$ cat config.mk
export PLATFORM = sky130hd
export DESIGN_NAME = cache_mem_bridge_flat
export DESIGN_NICKNAME = d
export VERILOG_FILES = /design/src/rtl/cache_mem_bridge_pkg.sv /design/src/rtl/cache_mem_bridge_if.sv /design/src/rtl/cache_mem_bridge_wb_fifo.sv /design/src/rtl/cache_mem_bridge.sv /design/src/flat_wrapper.sv
export SDC_FILE = /design/constraint.sdc
export NUM_CORES = 1
export LEC_CHECK = 0
export CELL_PAD_IN_SITES_DETAIL_PLACEMENT = 1
export CELL_PAD_IN_SITES_GLOBAL_PLACEMENT = 1
export CORE_AREA = 2 2 132 231
export CTS_BUF_LIST = sky130_fd_sc_hd__clkbuf_4
export DETAILED_ROUTE_END_ITERATION = 7
export DIE_AREA = 0 0 134 233
export PLACE_DENSITY = 0.86
export REMOVE_ABC_BUFFERS = 1
export SLEW_MARGIN = 0
export SYNTH_ARGS = -nofsm -noshare
export SYNTH_HDL_FRONTEND = slang
export SYNTH_SLANG_ARGS = --single-unit
$ cat constraint.sdc
create_clock -name clk -period 9 [get_ports clk]
set_input_delay 0.9 -clock clk [delete_from_list [all_inputs] [get_ports clk]]
set_output_delay 0.9 -clock clk [all_outputs]
set_load 0.01 [all_outputs]
$ cat src/rtl/cache_mem_bridge_pkg.sv
// cache_data_structs: shared types and constants for the cache-to-memory bridge
package cache_data_structs;
    localparam int WORD_W = 32;
    localparam int LINE_BYTES = 8;
    localparam logic [2:0] MODE_BYTE_A = 3'b011;
    localparam logic [2:0] MODE_BYTE_B = 3'b101;
    typedef enum logic [2:0] {ST_IDLE, ST_WR, ST_RD_LO, ST_RD_HI, ST_DONE} bridge_state_t;
    typedef struct packed {
        logic [WORD_W-3:0] waddr;
        logic [WORD_W-1:0] wdata;
        logic [3:0]        wstrb;
    } wb_entry_t;
endpackage

$ cat src/rtl/cache_mem_bridge_if.sv
// cache_mem_bridge_if: cache-side fill/store ports and word-wide memory handshake
interface cache_mem_bridge_if #(parameter int WIDTH = 32);
    logic               fill_req;
    logic [WIDTH-1:0]   fill_addr;
    logic               fill_valid;
    logic [2*WIDTH-1:0] fill_data;
    logic               wr_req;
    logic [WIDTH-1:0]   wr_addr;
    logic [WIDTH-1:0]   wr_data;
    logic [2:0]         wr_mode;
    logic               wr_full;
    logic               busy;
    logic               mem_req;
    logic               mem_we;
    logic [WIDTH-1:0]   mem_addr;
    logic [WIDTH-1:0]   mem_wdata;
    logic [3:0]         mem_wstrb;
    logic               mem_ack;
    logic [WIDTH-1:0]   mem_rdata;
    modport master (
        input  fill_req, fill_addr, wr_req, wr_addr, wr_data, wr_mode, mem_ack, mem_rdata,
        output fill_valid, fill_data, wr_full, busy, mem_req, mem_we, mem_addr, mem_wdata, mem_wstrb
    );
    modport slave (
        output fill_req, fill_addr, wr_req, wr_addr, wr_data, wr_mode, mem_ack, mem_rdata,
        input  fill_valid, fill_data, wr_full, busy, mem_req, mem_we, mem_addr, mem_wdata, mem_wstrb
    );
endinterface

$ cat src/rtl/cache_mem_bridge_wb_fifo.sv
// cache_wb_fifo: circular write buffer of store entries with push/pop/count
module cache_wb_fifo
    import cache_data_structs::*;
#(
    parameter int DEPTH = 4
) (
    input  logic                     clk,
    input  logic                     rst_n,
    input  logic                     push,
    input  logic                     pop,
    input  wb_entry_t                din,
    output wb_entry_t                dout,
    output logic                     full,
    output logic                     empty,
    output logic [$clog2(DEPTH):0]   count
);
    localparam int AW = $clog2(DEPTH);
    wb_entry_t mem_q [DEPTH];
    logic [AW-1:0] head_q, tail_q;
    logic push_ok, pop_ok;
    assign full = count == (AW+1)'(DEPTH);
    assign empty = count == '0;
    assign pop_ok = pop && !empty;
    // a pop in the same cycle frees the slot, so a push is taken even when full
    assign push_ok = push && (!full || pop_ok);
    assign dout = mem_q[head_q];
    always_ff @(posedge clk)
        if (push_ok) mem_q[tail_q] <= din;
    always_ff @(posedge clk or negedge rst_n)
        if (!rst_n) begin
            head_q <= '0;
            tail_q <= '0;
            count  <= '0;
        end else begin
            if (push_ok) tail_q <= tail_q + AW'(1);
            if (pop_ok) head_q <= head_q + AW'(1);
            count <= count + (AW+1)'(push_ok) - (AW+1)'(pop_ok);
        end
endmodule

$ cat src/rtl/cache_mem_bridge.sv
// cache_mem_bridge: buffers write-through stores and refills 64-bit lines from word memory
module cache_mem_bridge
    import cache_data_structs::*;
#(
    parameter int WIDTH = 32,
    parameter int WB_DEPTH = 4
) (
    input logic clk,
    input logic rst_n,
    cache_mem_bridge_if.master bus
);
    localparam int CW = $clog2(WB_DEPTH) + 1;
    bridge_state_t state_q, state_d;
    logic [WIDTH-1:0] base_q;
    logic [2*WIDTH-1:0] line_q;
    wb_entry_t wr_entry, head;
    logic pop, full, empty, byte_st;
    logic [CW-1:0] count;
    assign byte_st = bus.wr_mode == MODE_BYTE_A || bus.wr_mode == MODE_BYTE_B;
    assign wr_entry = '{
        waddr: bus.wr_addr[WIDTH-1:2],
        wdata: byte_st ? {4{bus.wr_data[7:0]}} : bus.wr_data,
        wstrb: byte_st ? 4'b0001 << bus.wr_addr[1:0] : 4'hF
    };
    assign pop = state_q == ST_WR && bus.mem_ack;
    cache_wb_fifo #(.DEPTH(WB_DEPTH)) u_fifo (
        .clk(clk), .rst_n(rst_n), .push(bus.wr_req), .pop(pop), .din(wr_entry),
        .dout(head), .full(full), .empty(empty), .count(count)
    );
    always_ff @(posedge clk or negedge rst_n)
        if (!rst_n) begin
            state_q <= ST_IDLE;
            base_q  <= '0;
            line_q  <= '0;
        end else begin
            state_q <= state_d;
            if (state_q == ST_IDLE && empty && bus.fill_req) base_q <= bus.fill_addr & ~WIDTH'(LINE_BYTES - 1);
            if (state_q == ST_RD_LO && bus.mem_ack) line_q[WIDTH-1:0] <= bus.mem_rdata;
            if (state_q == ST_RD_HI && bus.mem_ack) line_q[2*WIDTH-1:WIDTH] <= bus.mem_rdata;
        end
    // buffered stores always drain before a refill starts, keeping reads coherent
    always_comb begin
        state_d = state_q;
        case (state_q)
            ST_IDLE:  state_d = !empty ? ST_WR : bus.fill_req ? ST_RD_LO : ST_IDLE;
            ST_WR:    if (bus.mem_ack) state_d = (count > CW'(1) || bus.wr_req) ? ST_WR : ST_IDLE;
            ST_RD_LO: if (bus.mem_ack) state_d = ST_RD_HI;
            ST_RD_HI: if (bus.mem_ack) state_d = ST_DONE;
            default:  state_d = ST_IDLE;
        endcase
    end
    always_comb begin
        bus.mem_req    = state_q == ST_WR || state_q == ST_RD_LO || state_q == ST_RD_HI;
        bus.mem_we     = state_q == ST_WR;
        bus.mem_addr   = state_q == ST_WR ? {head.waddr, 2'b00} :
                         state_q == ST_RD_LO ? base_q :
                         state_q == ST_RD_HI ? base_q + WIDTH'(4) : '0;
        bus.mem_wdata  = state_q == ST_WR ? head.wdata : '0;
        bus.mem_wstrb  = state_q == ST_WR ? head.wstrb : 4'h0;
        bus.fill_valid = state_q == ST_DONE;
        bus.fill_data  = line_q;
        bus.wr_full    = full;
        bus.busy       = state_q != ST_IDLE || !empty;
    end
endmodule

$ cat src/flat_wrapper.sv
// flat-port wrapper written by rule: the top's interface ports become plain ports
module cache_mem_bridge_flat import cache_data_structs::*;
#(
    parameter int WIDTH = 32,
    parameter int WB_DEPTH = 4
)
  (clk, rst_n, bus_fill_req, bus_fill_addr, bus_wr_req, bus_wr_addr, bus_wr_data, bus_wr_mode, bus_mem_ack, bus_mem_rdata, bus_fill_valid, bus_fill_data, bus_wr_full, bus_busy, bus_mem_req, bus_mem_we, bus_mem_addr, bus_mem_wdata, bus_mem_wstrb);
  cache_mem_bridge_if #(.WIDTH(WIDTH)) bus_i ();
  input logic clk;
  input logic rst_n;
  input wire logic [$bits(bus_i.fill_req)-1:0] bus_fill_req;
  input wire logic [$bits(bus_i.fill_addr)-1:0] bus_fill_addr;
  input wire logic [$bits(bus_i.wr_req)-1:0] bus_wr_req;
  input wire logic [$bits(bus_i.wr_addr)-1:0] bus_wr_addr;
  input wire logic [$bits(bus_i.wr_data)-1:0] bus_wr_data;
  input wire logic [$bits(bus_i.wr_mode)-1:0] bus_wr_mode;
  input wire logic [$bits(bus_i.mem_ack)-1:0] bus_mem_ack;
  input wire logic [$bits(bus_i.mem_rdata)-1:0] bus_mem_rdata;
  output wire logic [$bits(bus_i.fill_valid)-1:0] bus_fill_valid;
  output wire logic [$bits(bus_i.fill_data)-1:0] bus_fill_data;
  output wire logic [$bits(bus_i.wr_full)-1:0] bus_wr_full;
  output wire logic [$bits(bus_i.busy)-1:0] bus_busy;
  output wire logic [$bits(bus_i.mem_req)-1:0] bus_mem_req;
  output wire logic [$bits(bus_i.mem_we)-1:0] bus_mem_we;
  output wire logic [$bits(bus_i.mem_addr)-1:0] bus_mem_addr;
  output wire logic [$bits(bus_i.mem_wdata)-1:0] bus_mem_wdata;
  output wire logic [$bits(bus_i.mem_wstrb)-1:0] bus_mem_wstrb;
  assign bus_i.fill_req = bus_fill_req;
  assign bus_i.fill_addr = bus_fill_addr;
  assign bus_i.wr_req = bus_wr_req;
  assign bus_i.wr_addr = bus_wr_addr;
  assign bus_i.wr_data = bus_wr_data;
  assign bus_i.wr_mode = bus_wr_mode;
  assign bus_i.mem_ack = bus_mem_ack;
  assign bus_i.mem_rdata = bus_mem_rdata;
  assign bus_fill_valid = bus_i.fill_valid;
  assign bus_fill_data = bus_i.fill_data;
  assign bus_wr_full = bus_i.wr_full;
  assign bus_busy = bus_i.busy;
  assign bus_mem_req = bus_i.mem_req;
  assign bus_mem_we = bus_i.mem_we;
  assign bus_mem_addr = bus_i.mem_addr;
  assign bus_mem_wdata = bus_i.mem_wdata;
  assign bus_mem_wstrb = bus_i.mem_wstrb;
  cache_mem_bridge #(.WIDTH(WIDTH), .WB_DEPTH(WB_DEPTH)) u_core (.clk(clk), .rst_n(rst_n), .bus(bus_i));
endmodule
==> impl_metrics.toml, run 1 <==
[place]
io_buffers = 267
gp_congestion = 0.780
hpwl_mm = 21.7
dp.cells = 1338

[yosys]
synth_fa_ha_area_frac = 0.00654
ys_seq_area_frac = 0.722
ys_seq_elements = 367
synthMuxAreaShare = 0.197
avgSynthCellArea_um2 = 20.1
synthTopCellsByCount = "edfxtp_1, mux2_2, dfrtp_1, mux4_2, and2_1"
synth_warnings = 0
synth_largest_area_cell = "edfxtp_1"
synth.most_common_cell = "edfxtp_1"
synth-edff-count = 264
synth.distinct_cells = 41
yosys-top-cells-area = "edfxtp_1, dfrtp_1, mux4_2"
yosys.area.top_type_share = 0.545
synth-compound-area-share = 0.0225
synthSimpleGateAreaFrac = 0.0289
synth_ff_type = "edfxtp_1"
mappedNetlistArea_um2 = 14500
synth_top_family_by_area = "multiplexers"
synth_xor_area_frac = 0.00301
syn-instance-count = 722
synthArstFlopShare = 0.281

[pwr]
leakagePower_uw = 0.00703
power_uw = 5860
vdd_ir_drop_max_mv = 0.191
p_per_area_nw_per_um2 = 315

[floorplanning]
die_x_um = 134
initial_utilization = 0.498
io-pin-count = 273
num_rows = 83
core_um2 = 29200
fp.dieH_um = 233
die-area_um2 = 31200

[setup_path]
reg2regPathDepth = 8
critPathKind = "register to output port"
cp_num_buf_inv = 2
crit_start = "u_core.u_fifo.head_q[0]"
cp_slowest_cell = "dfrtp_4"
critPathLaunchType = "register"
cp.depth = 4
critPathCaptureType = "output port"
worstPathMaxFanout = 40
worstPathRequired_ns = 8.10
max_stage_delay_ns = 0.80
worstReg2RegStart = "u_core.state_q[2]"
path_delay_family = "buffers and inverters"
cp_data_arrival_time_ns = 3.75
crit_chain = "buf_4, mux4_2, a22o_1, clkdlybuf4s50_1"

[clock_tree]
clkTransAtPathRegs_ns = 0.07
clk_path_buf_depth = 3
cts_root_buffer = "clkbuf_4"
clkLatencyLatePin_ns = 0.74
tritoncts = "built"
h-tree-depth = 3
clock-sinks = 367
ctsResizeCount = 0
numCtsBuffers = 82
holdBufCountCts = 0
cts_setup_buffers = 0

[final_layout]
layout.cells.non_filler = 1488
syn2layout_area_growth_pct = 27.9
drive_gt1_frac = 0.298
fill_cells = 2529
nets = 1183

[outcome]
status = "finished, final reports clean"

[detailed_routing]
first_pass_iters = 4
vias = 8003
vias_per_cell = 5.38
drt_iter0_markers = 308
wl_per_cell_um = 22.6
antenna_left = 0
drc_errors = 0
wirelength_mm = 33.6

[grt]
grt_overflow = 0
grtUsageTotal = 0.223
grt_pass1_vias = 9216
antenna_found_initial = 7
grt_pass1_wl_mm = 51.9
grt_max_degree = 69

[job]
maxCapViolations = 0

[timing]
skew_ns = 0.0301
slew_headroom = 0.287
period_share = 0.516
setup_viol = 0
rsz0062_at_grt = "false"
clock.fmax_mhz = 215
slew_viol_final = 0
final_hold_viol_count = 0
setup_tns_ns = 0
worst_slew_pin_slew_ns = 1.07
min_period_ns = 4.65

[worst_hold_path]
min_path_type = "input port to async pin"
per-stage QoR:
stage / instance area [um^2] / setup slack, ns / hold slack [ns] / utilization
final: 18600 / 4.35 / 0.116 / 0.637
after global routing: 18600 / 4.10 / 0.108 / 0.637
after CTS: 18600 / 4.19 / 0.0590 / 0.637
after detailed placement: 17500 / 5.01 / 0.486 / 0.601
after global placement: 17500 / 4.99 / 0.469 / 0.601
after floorplan: 14300 / 4.50 / 0.480 / -
area by class of cell:
| type | instances | area, um^2 | area share |
|---|---|---|---|
| Sequential cell | 367 | 10500 | 0.565 |
| Multi-Input combinational cell | 304 | 3770 | 0.203 |
| Timing Repair Buffer | 274 | 2720 | 0.146 |
| Clock buffer | 120 | 901 | 0.0484 |
| Tap cell | 382 | 478 | 0.0257 |
| Clock inverter | 27 | 160 | 0.00861 |
| Inverter | 11 | 41.3 | 0.00222 |
| Antenna cell | 3 | 7.51 | 0.000404 |
logic make-up (layout without fill, tap and decap cells):
group,count (synthesis),count (layout)
flops,367,367
mux,185,185
buf+inv,52,432
fa+ha+maj,7,7
other cells,1,5
simple gates,66,66
compound gates,39,39
xor+xnor,5,5
cells in the final DEF (no fill, tap or decap), types with 4 or more instances in the layout:
| cell | synthesis | layout |
|---|---|---|
| and2_1 | 41 | 37 |
| clkdlybuf4s50_1 | 0 | 266 |
| buf_4 | 3 | 8 |
| clkinv_2 | 0 | 5 |
| mux2_4 | 10 | 10 |
| clkbuf_4 | 0 | 120 |
| inv_1 | 11 | 11 |
| a22o_1 | 29 | 29 |
| o211ai_1 | 4 | 4 |
| mux2_2 | 107 | 107 |
| edfxtp_1 | 264 | 264 |
| mux4_2 | 66 | 66 |
| and2_4 | 0 | 4 |
| nor2_1 | 6 | 6 |
| clkinv_1 | 0 | 20 |
| ha_1 | 6 | 6 |
| dfrtp_1 | 103 | 101 |
worst paths after layout:
kind                                            end  slack [ns]
min in group clk            u_core.bus.fill_data[8]        0.50
hold reg to reg             u_core.bus.fill_data[8]        0.50
hold / removal              u_core.bus.fill_data[6]        0.12
max in group asynchronous  u_core.bus.fill_data[39]        7.64
setup / recovery                   bus_mem_addr[30]        4.35
setup reg to reg             u_core.u_fifo.count[2]        6.20
worst reg2reg max path, cell delays in order (launching register included):
cell	delay, ns
dfrtp_1	0.53
nor3b_4	0.23
buf_4	0.65
nand3_1	0.29
mux2i_1	0.22
ha_1	0.16
inv_1	0.05
fa_1	0.40
xor2_1	0.17
per-layer routing:
| metal | global-route usage | part of all wire |
|---|---|---|
| met3 | 0.0621 | 0.066 |
| met5 | 0 | 0.0016 |
| met1 | 0.233 | 0.36 |
| met4 | 0.106 | 0.032 |
| met2 | 0.409 | 0.55 |
state kept, by name (all words and copies together) (netlist names):
register,count
u_core.base_q,29
u_core.bus.fill_data,64
u_core.state_q,3
u_core.u_fifo.count,3
u_core.u_fifo.head_q,2
u_core.u_fifo.mem_q,264
u_core.u_fifo.tail_q,2
where the power goes:
| group | total, uW | internal (uW) | switching [uW] |
|---|---|---|---|
| Combinational | 2070 | 1200 | 868 |
| Clock | 1290 | 671 | 619 |
| Sequential | 2500 | 2250 | 257 |
No activity file was read; power rests on OpenSTA's default activity.
==> run 2: changes to the inputs <==
CORE_AREA = 2 2 144 252   (was 2 2 132 231)
DIE_AREA = 0 0 146 254   (was 0 0 134 233)
PLACE_DENSITY = 0.76   (was 0.86)
clock period = 4.2 ns   (was 9 ns; I/O delays follow)
==> run 2 against run 1 <==
Against the previous run:
- combinational power rose by 120%
- clock skew rose by 0.0027 ns
- clock power is 120% higher
- via count is 0.15% higher
- final area grew 1.7%
- critical path type unchanged
- largest power group unchanged
==> impl_metrics.toml, run 2 (synthesis results as in run 1) <==
[outcome]
status = "finished, final reports clean"

[timing]
skew_ns = 0.0328
slew_headroom = 0.306
period_share = 0.855
holdWs_ns = 0.261
worst_slew_pin_slew_ns = 1.04
rsz0062_at_grt = "false"
final_hold_viol_count = 0
setup_tns_ns = 0
slew_viol_final = 0
setup_viol = 0
min_period_ns = 3.59
clock.fmax_mhz = 278

[setup_path]
path_delay_family = "simple AND/OR/NAND/NOR gates"
worstPathMaxFanout = 25
crit_chain = "nor3b_4, buf_12, and2_1, clkdlybuf4s50_1"
cp_slowest_cell = "nor3b_4"
critPathKind = "register to output port"
cp_num_buf_inv = 2
critPathLaunchType = "register"
cp_data_arrival_time_ns = 3.17
max_stage_delay_ns = 0.84
worstPathRequired_ns = 3.78
critPathCaptureType = "output port"

[floorplanning]
die_x_um = 146
num_rows = 91
fp.dieH_um = 254
die-area_um2 = 37100
io-pin-count = 273
initial_utilization = 0.415
core_um2 = 35100

[grt]
grt_pass1_wl_mm = 52.1
grt_overflow = 0
grt_pass1_vias = 9216
antenna_found_initial = 5
grtUsageTotal = 0.186
grt_max_degree = 57

[clock_tree]
cts_setup_buffers = 0
holdBufCountCts = 1
numCtsBuffers = 84
ctsResizeCount = 0
h-tree-depth = 3
clk_path_buf_depth = 3
clkTransAtPathRegs_ns = 0.07
clock-sinks = 367
clkLatencyLatePin_ns = 0.74
tritoncts = "built"
cts_root_buffer = "clkbuf_4"

[final_layout]
nets = 1196
final_common_cell = "clkdlybuf4s50_1"
mostFrequentLayoutCells = "clkdlybuf4s50_1, edfxtp_1, clkbuf_4"
largest_register_ffs = 264
syn2layout_area_growth_pct = 30.0
registers.top_by_ff_count = "u_core.u_fifo.mem_q"
drive_gt1_frac = 0.311

[pwr]
vdd_ir_drop_max_mv = 0.366
p_per_area_nw_per_um2 = 673
leakagePower_uw = 0.00714

[detailed_routing]
wl_per_cell_um = 21.2
drt_iter0_markers = 232
wirelength_mm = 33.7
first_pass_iters = 6
drc_errors = 0
vias = 8015
vias_per_cell = 5.05
antenna_left = 0

[place]
io_buffers = 267
hpwl_mm = 22.1
gp_congestion = 0.744

[worst_hold_path]
min_path_type = "input port to async pin"

[job]
maxCapViolations = 0
run 2: cell count changes in the layout (fill, tap and decap cells not counted), sizes merged:
cell | before | now
diode | 3 | 1
inv | 11 | 12
bufinv | 2 | 1
buf | 8 | 18
dlygate4sd3 | 0 | 1
clkinvlp | 0 | 1
clkbuf | 120 | 127
run 2: final cells by class:
cell class / count / area (um^2)
Antenna cell: 1 / 2.50
Clock buffer: 127 / 953
Clock inverter: 28 / 144
Fill cell: 3306 / 16200
Inverter: 11 / 41.3
Multi-Input combinational cell: 304 / 3780
Sequential cell: 367 / 10500
Tap cell: 465 / 582
Timing Repair Buffer: 285 / 2900
run 2: routing by layer:
metal,GRT usage,vias to the layer above,part of all wire
li1,-,3562,-
met1,0.190,4088,0.35
met2,0.351,288,0.56
met3,0.0497,69,0.062
met4,0.0882,8,0.028
met5,0,-,0.0017
run 2: final timing paths:
kind | startpoint | end | slack (ns) | depth (start not counted)
hold / removal | rst_n | u_core.base_q[23] | 0.26 | 2
setup reg to reg | u_core.state_q[2] | u_core.u_fifo.count[2] | 1.38 | 7
min in group clk | bus_fill_addr[26] | u_core.base_q[26] | 0.29 | 2
setup / recovery | u_core.state_q[2] | bus_mem_wdata[3] | 0.61 | 4
max in group asynchronous | rst_n | u_core.bus.fill_data[50] | 3.01 | 3
hold reg to reg | u_core.bus.fill_data[8] | u_core.bus.fill_data[8] | 0.49 | 1
run 2: worst reg2reg max path: cells and delay by family (launching register included):
family	cells	cell delay (ns)
adder cells (fa/ha/maj)	2	0.58
flip-flops	1	0.55
XOR/XNOR	1	0.17
multiplexers	1	0.22
buffers and inverters	1	0.05
AND/OR/NAND/NOR	2	1.14
run 2: per-stage QoR:
step	std cells	power, uW	utilization	setup WS (ns)	cell area [um^2]
3_3_place_gp	1431	9980	0.508	1.13	17800
5_1_grt	1588	13400	0.539	0.406	18900
3_5_place_dp	1431	10100	0.508	1.08	17800
2_1_floorplan	682	7680	-	0.183	14300
4_1_cts	1587	13000	0.539	0.419	18900
6_report	1588	12700	0.539	0.609	18900
run 2: power breakdown:
| part | switching, uW | total, uW | leakage (uW) | internal (uW) |
|---|---|---|---|---|
| sequential | 475 | 5280 | 0.00379 | 4800 |
| combinational | 1950 | 4630 | 0.00269 | 2680 |
| clock | 1370 | 2820 | 0.000658 | 1450 |
